## src/rtl/time_set_ctrl.sv

```systemverilog
// HH:MM clock controller: BCD hour/minute registers, minute tick advance,
// debounced mode/increment buttons and blink flags for the field being set.
//
// state  | meaning
// RUN    | time advances on tick_1min, inc press ignored
// SET_H  | inc press advances hour 23->00, ticks dropped, hour digits blink
// SET_M  | inc press advances minute 59->00 (no hour carry), minute digits blink
module time_set_ctrl #(
  parameter int DEB_CYCLES   = 4,
  parameter int BLINK_CYCLES = 25
) (
  input  logic       clk_in,
  input  logic       rst,
  input  logic       tick_1min,
  input  logic       btn_mode,
  input  logic       btn_inc,
  output logic [1:0] mode,
  output logic [3:0] hr10,
  output logic [3:0] hr1,
  output logic [3:0] mn10,
  output logic [3:0] mn1,
  output logic       blank_h,
  output logic       blank_m
);

  localparam logic [1:0] MODE_RUN   = 2'b00;
  localparam logic [1:0] MODE_SET_H = 2'b01;
  localparam logic [1:0] MODE_SET_M = 2'b10;

  localparam int DEB_W   = (DEB_CYCLES > 1) ? $clog2(DEB_CYCLES) : 1;
  localparam int BLINK_W = (BLINK_CYCLES > 1) ? $clog2(BLINK_CYCLES) : 1;
  localparam logic [DEB_W-1:0]   DEB_MAX   = DEB_W'(DEB_CYCLES - 1);
  localparam logic [BLINK_W-1:0] BLINK_MAX = BLINK_W'(BLINK_CYCLES - 1);

  // Button channel 0 is mode, channel 1 is increment.
  logic [1:0]            btn_raw;
  logic [1:0]            sync1;
  logic [1:0]            sync2;
  logic [1:0]            deb;
  logic [1:0]            deb_d;
  logic [1:0][DEB_W-1:0] deb_cnt;
  logic                  press_mode;
  logic                  press_inc;

  assign btn_raw    = {btn_inc, btn_mode};
  assign press_mode = deb[0] & ~deb_d[0];
  assign press_inc  = deb[1] & ~deb_d[1];

  always_ff @(posedge clk_in) begin
    if (!rst) begin
      sync1   <= '0;
      sync2   <= '0;
      deb     <= '0;
      deb_d   <= '0;
      deb_cnt <= '0;
    end else begin
      sync1 <= btn_raw;
      sync2 <= sync1;
      deb_d <= deb;
      for (int i = 0; i < 2; i++) begin
        if (sync2[i] != deb[i]) begin
          if (deb_cnt[i] == DEB_MAX) begin
            deb[i]     <= sync2[i];
            deb_cnt[i] <= '0;
          end else begin
            deb_cnt[i] <= deb_cnt[i] + 1'b1;
          end
        end else begin
          deb_cnt[i] <= '0;
        end
      end
    end
  end

  // Increment helpers saturate-wrap on any digit at or above its limit.
  function automatic logic [8:0] min_inc(input logic [3:0] tens, input logic [3:0] ones);
    logic [8:0] r;
    if (ones >= 4'd9) begin
      if (tens >= 4'd5) r = {1'b1, 4'd0, 4'd0};
      else              r = {1'b0, tens + 4'd1, 4'd0};
    end else begin
      r = {1'b0, tens, ones + 4'd1};
    end
    return r;
  endfunction

  function automatic logic [7:0] hour_inc(input logic [3:0] tens, input logic [3:0] ones);
    logic [7:0] r;
    if (tens >= 4'd2 && ones >= 4'd3) r = 8'h00;
    else if (ones >= 4'd9)            r = {tens + 4'd1, 4'd0};
    else                              r = {tens, ones + 4'd1};
    return r;
  endfunction

  logic [8:0] min_next;
  logic [7:0] hr_next;

  assign min_next = min_inc(mn10, mn1);
  assign hr_next  = hour_inc(hr10, hr1);

  logic [1:0]         mode_nxt;
  logic [3:0]         hr10_nxt;
  logic [3:0]         hr1_nxt;
  logic [3:0]         mn10_nxt;
  logic [3:0]         mn1_nxt;
  logic [BLINK_W-1:0] blink_cnt;
  logic [BLINK_W-1:0] blink_cnt_nxt;
  logic               phase;
  logic               phase_nxt;

  // The current state's action is applied before any mode change.
  always_comb begin
    mode_nxt = mode;
    hr10_nxt = hr10;
    hr1_nxt  = hr1;
    mn10_nxt = mn10;
    mn1_nxt  = mn1;
    case (mode)
      MODE_RUN: begin
        if (tick_1min) begin
          {mn10_nxt, mn1_nxt} = min_next[7:0];
          if (min_next[8]) {hr10_nxt, hr1_nxt} = hr_next;
        end
        if (press_mode) mode_nxt = MODE_SET_H;
      end
      MODE_SET_H: begin
        if (press_inc)  {hr10_nxt, hr1_nxt} = hr_next;
        if (press_mode) mode_nxt = MODE_SET_M;
      end
      MODE_SET_M: begin
        if (press_inc)  {mn10_nxt, mn1_nxt} = min_next[7:0];
        if (press_mode) mode_nxt = MODE_RUN;
      end
      default: mode_nxt = MODE_RUN;
    endcase
  end

  always_comb begin
    blink_cnt_nxt = blink_cnt;
    phase_nxt     = phase;
    if (mode_nxt == MODE_RUN || mode_nxt != mode) begin
      blink_cnt_nxt = '0;
      phase_nxt     = 1'b0;
    end else if (blink_cnt == BLINK_MAX) begin
      blink_cnt_nxt = '0;
      phase_nxt     = ~phase;
    end else begin
      blink_cnt_nxt = blink_cnt + 1'b1;
    end
  end

  always_ff @(posedge clk_in) begin
    if (!rst) begin
      mode      <= MODE_RUN;
      hr10      <= 4'd0;
      hr1       <= 4'd0;
      mn10      <= 4'd0;
      mn1       <= 4'd0;
      blink_cnt <= '0;
      phase     <= 1'b0;
      blank_h   <= 1'b0;
      blank_m   <= 1'b0;
    end else begin
      mode      <= mode_nxt;
      hr10      <= hr10_nxt;
      hr1       <= hr1_nxt;
      mn10      <= mn10_nxt;
      mn1       <= mn1_nxt;
      blink_cnt <= blink_cnt_nxt;
      phase     <= phase_nxt;
      blank_h   <= (mode_nxt == MODE_SET_H) & phase_nxt;
      blank_m   <= (mode_nxt == MODE_SET_M) & phase_nxt;
    end
  end

endmodule

```

## config.mk

```make
export PLATFORM = sky130hd
export DESIGN_NAME = time_set_ctrl
export DESIGN_NICKNAME = d
export VERILOG_FILES = /design/src/rtl/time_set_ctrl.sv
export SDC_FILE = /design/constraint.sdc
export NUM_CORES = 1
export LEC_CHECK = 0
export BUFFER_PORTS_ARGS = -buffer_cell sky130_fd_sc_hd__buf_4
export CORE_ASPECT_RATIO = 2
export CORE_UTILIZATION = 53
export CTS_BUF_LIST = sky130_fd_sc_hd__clkbuf_8
export DETAILED_ROUTE_END_ITERATION = 10
export MAX_ROUTING_LAYER = met4
export PLACE_DENSITY = 0.8
export SYNTH_ARGS = -nofsm -noshare
export SYNTH_HDL_FRONTEND = slang
export SYNTH_SLANG_ARGS = --single-unit
```

## constraint.sdc

```tcl
create_clock -name clk_in -period 2 [get_ports clk_in]
set_input_delay 0.4 -clock clk_in [delete_from_list [all_inputs] [get_ports clk_in]]
set_output_delay 0.4 -clock clk_in [all_outputs]
set_load 0.02 [all_outputs]
```

==> run metrics, run 1 <==
cell area after placement=2050 sq um; Syn Inst Count=184; RSZ-0062 raised after global routing=yes; synth top area cells=dfxtp_1 43%, ha_1 11%, xnor2_1 3.5%; Rel. slew slack=71.2%; CP max stage delay=0.53 ns; ANT nets after route=0; Critical Path RT=2.18 ns; Tmin final=1.99 ns; router iterations before antenna repair=4; CTS tree=built; synthesized net count=204; Yosys cell types=37; H-tree Lvls=2; drc violations=0; Overflow after GRT=0; initial core utilization=55.5%; HP Class=in -> reg; Die Area=3560 sq um; layout cells sized above 1=29.8%; ant diodes=0; CTS Sinks=38; total CTS buffers=5; CP bufs+invs=1; initial antenna violation count=0; post-detail-place hpwl=2590 um; Fmax=0.502 GHz; Max IR drop VDD=0.000690 V; I/O Pins=25; crit path DAT=2.18 ns; register area share after synthesis=43.4%; clock slew at reported path FFs=0.07 ns; status=completed; FF+latch count, synth=38; worst setup path class=reg -> reg; Max Cap Violations=0; vias after detailed routing=1467; Die W=42.7 um; # fillers=241; Ys Warns=0; dpl cells=244; syn_area_per_cell=9.53 sq um; PortBufs=24; crit-path max FO=5; final period utilization=99.6%; slowest cell on the critical path=or4_4; Leak=0.000948 uW; CP endpoint kind=register; die extent in y=83.3 um; Final Non-Filler Cells=256; final WL=3620 um; Final Cell Area=2250 sq um; critical-path cell list=or3b_4 -> or4_4 -> a211o_4 -> buf_6 -> mux2i_1; skew final=0.00379 ns; global-route wire length before repair=6140 um; Hold Violations, Final=0; Core Area=3160 sq um; routed wire length per instance=14.1 um; post-DR vias/cell=5.73; num rows=29; Final Setup Violations=0; pwr dens=672 nW/um^2; total power=1510 uW; Root Driver=clkbuf_8; Slew @ Worst Pin=0.428 ns; area grow syn2layout=28.1%; fin nets=244; Hold WS=0.317 ns; setup TNS=0 ns; Synth area leader=dfxtp_1; top cell family by delay on the critical path=simple AND/OR/NAND/NOR gates; vias in the first global route=1451; GRT Overall Usage=22.7%; synthesized area=1750 sq um; drt first-iter violations=34; largest net degree at the start of global routing=34; CTS Buffer Depth=2; Max Slew Vio Count=0; placer congestion estimate=0.941; crit start category=register; top cell type's share of synthesized area=43.4%; hold_buf cts=0; latest clock arrival within the worst-skew pair=0.29 ns
==> Yosys cell counts <==
library cell	number
or2_2	1
or3b_1	2
nand2_1	10
and4_1	1
and3_1	3
xnor2_1	7
nand2b_1	7
nor2_1	13
a21oi_1	7
o211a_1	1
a211oi_1	4
nor4bb_1	2
or4_1	2
or4_4	1
o21a_1	1
a2111oi_2	1
ha_1	15
nand3b_1	2
o21ai_0	5
clkbuf_1	3
xor2_1	2
nand4_1	3
dfxtp_1	38
nor2b_1	4
nor3b_1	5
a32o_1	1
o221a_2	1
o22ai_1	3
inv_1	15
nor4b_1	2
mux2i_1	4
a211o_1	1
nand4b_1	2
o211ai_1	1
nand3_1	6
and2_1	6
nor4_1	2
==> final timing paths <==
kind                    from         end  slack, ns  cells past startpoint
setup / recovery     mode[1]     hr10[0]      0.007                      5
hold / removal      btn_mode    sync1[0]       0.32                      2
setup reg to reg     mode[1]     hr10[0]      0.007                      5
hold reg to reg   deb_cnt[2]  deb_cnt[2]       0.43                      1
==> power breakdown <==
part / internal, uW / switching (uW) / leakage, uW / total, uW
sequential: 762 / 8.30 / 0.000312 / 770
clock: 367 / 266 / 0.0000579 / 632
combinational: 56.2 / 49.5 / 0.000578 / 106
==> state kept, by name (all words and copies together) (netlist names), 4 cells and up <==
name and flops:
mn1 4, hr1 4, mn10 4, hr10 4, deb_cnt 4, blink_cnt 5
==> per-layer routing <==
metal	track usage (%)	up-vias	part of all wire, %
met4	13.4	0	2.5
met1	23.7	705	37
met3	3.91	9	3.5
met5	-	-	0
met2	38.3	36	57
li1	-	717	-
==> logic make-up after synthesis <==
family	Yosys count	synth area share (%)
AND/OR/NAND/NOR	74	25.1
flip-flops	38	43.4
AO/OA/AOI/OAI	26	10.2
buffers and inverters	18	3.85
adder cells (fa/ha/maj)	15	10.7
XOR/XNOR	9	4.50
multiplexers	4	2.28
==> metrics by stage <==
step / util, % / setup WS (ns)
floorplan: - / -0.0221
global placement: 65.0 / -0.130
finish: 71.1 / 0.00720
detailed placement: 65.0 / -0.155
global route: 71.1 / -0.0255
CTS: 68.5 / 0.00534
==> cell usage in the layout (no fill, tap or decap), types with 3 or more instances in the layout <==
cell type  instances
a21oi_1            6
and2_1             6
and3_1             3
buf_4             35
clkbuf_8           5
dfxtp_1           32
dfxtp_4            5
ha_1              13
inv_1             12
mux2i_1            4
nand2_1           10
nand2b_1           7
nand3_1            6
nand4_1            3
nor2_1            13
nor2b_1            4
nor3b_1            3
o21ai_0            5
o22ai_1            3
xnor2_1            7
==> cell type report <==
class	count	area [sq um]	share of cell area, %
flip-flops and latches	38	781	34.8
well taps	31	38.8	1.73
inverters	15	58.8	2.62
multi-input cells	128	985	43.8
repair buffers	36	274	12.2
clock inverters	3	40.0	1.78
clock buffers	5	68.8	3.06
==> what timing repair did <==
action,CTS,global route
gates resized for setup,0,14
hold endpoints to repair,0,0
setup endpoints to repair,2,7
gates cloned,0,0
pin swaps,1,4
setup buffers,0,4
No activity file was read; power rests on OpenSTA's default activity.
==> run 2, diff against run 1 <==
--- a/config.mk
+++ b/config.mk
@@ -12,6 +12,7 @@
 export DETAILED_ROUTE_END_ITERATION = 10
 export MAX_ROUTING_LAYER = met4
 export PLACE_DENSITY = 0.8
+export RECOVER_POWER = 100
 export SYNTH_ARGS = -nofsm -noshare
 export SYNTH_HDL_FRONTEND = slang
 export SYNTH_SLANG_ARGS = --single-unit
==> run metrics, run 2 (synthesis gave the netlist of run 1 again) <==
Critical Path RT=2.18 ns (about the same); Max IR drop VDD=0.000689 V (-0.13%); Overflow after GRT=0 (unchanged); Root Driver=clkbuf_8; CTS Buffer Depth=2 (unchanged); RSZ-0062 raised after global routing=yes; Hold Violations, Final=0 (unchanged); status=completed; Final Setup Violations=0 (unchanged); vias in the first global route=1451 (unchanged); hold_buf cts=0 (unchanged); CP max stage delay=0.53 ns (about the same); global-route wire length before repair=6140 um (unchanged); skew final=0.00358 ns (-0.000211 ns); clock slew at reported path FFs=0.07 ns (about the same); Combinational Power Share=7.0% (about the same); drc violations=0 (unchanged); slowest cell on the critical path=or4_4; Die W=42.7 um (unchanged); most frequent cells in the layout=32 x dfxtp_1, 26 x buf_4, 13 x nor2_1, 13 x ha_1, 12 x inv_1; H-tree Lvls=2 (unchanged); crit path DAT=2.18 ns (about the same); max FFs per register=5 (unchanged); Psw=325 uW (+0.48%); ANT nets after route=0 (unchanged); final period utilization=99.7% (about the same); ant diodes=0 (unchanged); total CTS buffers=5 (unchanged); Max Cap Violations=0 (unchanged); crit start category=register; PortBufs=24 (unchanged); initial antenna violation count=0 (unchanged); drt first-iter violations=33 (-2.9%); most flop-heavy register=blink_cnt; CTS Sinks=38 (unchanged); num rows=29 (unchanged); vias after detailed routing=1474 (+0.48%); GRT Overall Usage=22.7% (unchanged); Die Area=3560 sq um (unchanged); post-detail-place hpwl=2590 um (unchanged); pwr dens=683 nW/um^2 (+1.6%); latest clock arrival within the worst-skew pair=0.29 ns (about the same); routed wire length per instance=14.3 um (+0.86%); Final Util=70.1% (-1.1 points); Fmax=0.501 GHz (about the same); Slew @ Worst Pin=0.428 ns (-0.000543 ns); crit-path max FO=5 (unchanged); Rel. slew slack=71.2% (about the same); most common cell after layout, fill and taps aside=dfxtp_1; initial core utilization=55.5% (unchanged); Hold WS=0.315 ns (-0.00259 ns); fin nets=244 (unchanged); Tmin final=1.99 ns (+0.00146 ns); final WL=3650 um (+0.86%); # fillers=253 (+5.0%); post-DR vias/cell=5.76 (+0.48%); largest net degree at the start of global routing=34 (unchanged); Reg power frac=51.0% (about the same); critical-path cell list=or3b_4 -> or4_4 -> a211o_4 -> buf_6 -> mux2i_1; Max Slew Vio Count=0 (unchanged); CTS tree=built; I/O Pins=25 (unchanged); HP Class=in -> reg; Switching Share=21.5% (+0.082 points); die extent in y=83.3 um (unchanged); Internal=1190 uW (about the same); Core Area=3160 sq um (unchanged); Leak=0.000910 uW (-3.9%); clock power share=42.0% (about the same); placer congestion estimate=0.941 (unchanged); router iterations before antenna repair=4 (unchanged); CP endpoint kind=register; area grow syn2layout=26.2%; worst setup path class=reg -> reg; layout cells sized above 1=25.8% (-4.0 points)
## run 2: changes by cell type in the layout (fill, tap and decap cells not counted), sizes merged
cell    change
buf         -9
clkbuf      +9
## run 2: layout make-up
class,count,area (sq um),share of cell area (%)
multi-input cells,128,985,44.5
flip-flops and latches,38,781,35.3
repair buffers,36,240,10.9
clock buffers,5,68.8,3.11
inverters,15,58.8,2.66
clock inverters,3,40.0,1.81
well taps,31,38.8,1.75
## run 2: final timing paths
path         startpoint          to  slack, ns  depth (start not counted)
max             mode[1]     hr10[0]      0.006                          5
min            btn_mode    sync1[0]       0.31                          2
max reg2reg     mode[1]     hr10[0]      0.006                          5
min reg2reg  deb_cnt[2]  deb_cnt[2]       0.43                          1
## run 2: stage by stage
stage | cell area [sq um] | setup slack (ns) | TNS, ns | total power (uW) | cells
2_1_floorplan | 1780 | -0.0221 | -0.0221 | 841 | 184
3_3_place_gp | 2050 | -0.130 | -0.290 | 867 | 244
3_5_place_dp | 2050 | -0.155 | -0.454 | 870 | 244
4_1_cts | 2160 | 0.00534 | 0 | 1500 | 252
5_1_grt | 2210 | -0.0255 | -0.0550 | 1560 | 256
6_report | 2210 | 0.00574 | 0 | 1510 | 256
## run 2: what timing repair did
item / CTS / global route
setup buffers: 0 / 4
pin swaps: 1 / 4
endpoints found under the setup margin: 2 / 7
resized for setup: 0 / 14
## run 2: critical path: cells and delay by family, from the launching register on
| kind | cells | cell delay, ns |
|---|---|---|
| simple gates | 2 | 0.92 |
| flops | 1 | 0.35 |
| buf+inv | 1 | 0.13 |
| compound gates | 1 | 0.39 |
| mux | 1 | 0.10 |
## run 2: power by group through the flow
stage               clock network, uW  registers (uW)  logic [uW]
finish                            634             770         106
global placement                    0             787        80.6
detailed placement                  0             788        82.6
CTS                               647             770        83.2
global route                      677             772         115
floorplan                           0             794        47.3
## run 2: metal layers
layer	up-vias	GRT usage (%)	part of all wire (%)
met1	707	23.7	37
met5	-	-	0
met3	11	3.91	3.6
li1	719	-	-
met2	37	38.3	56
met4	0	13.4	2.8
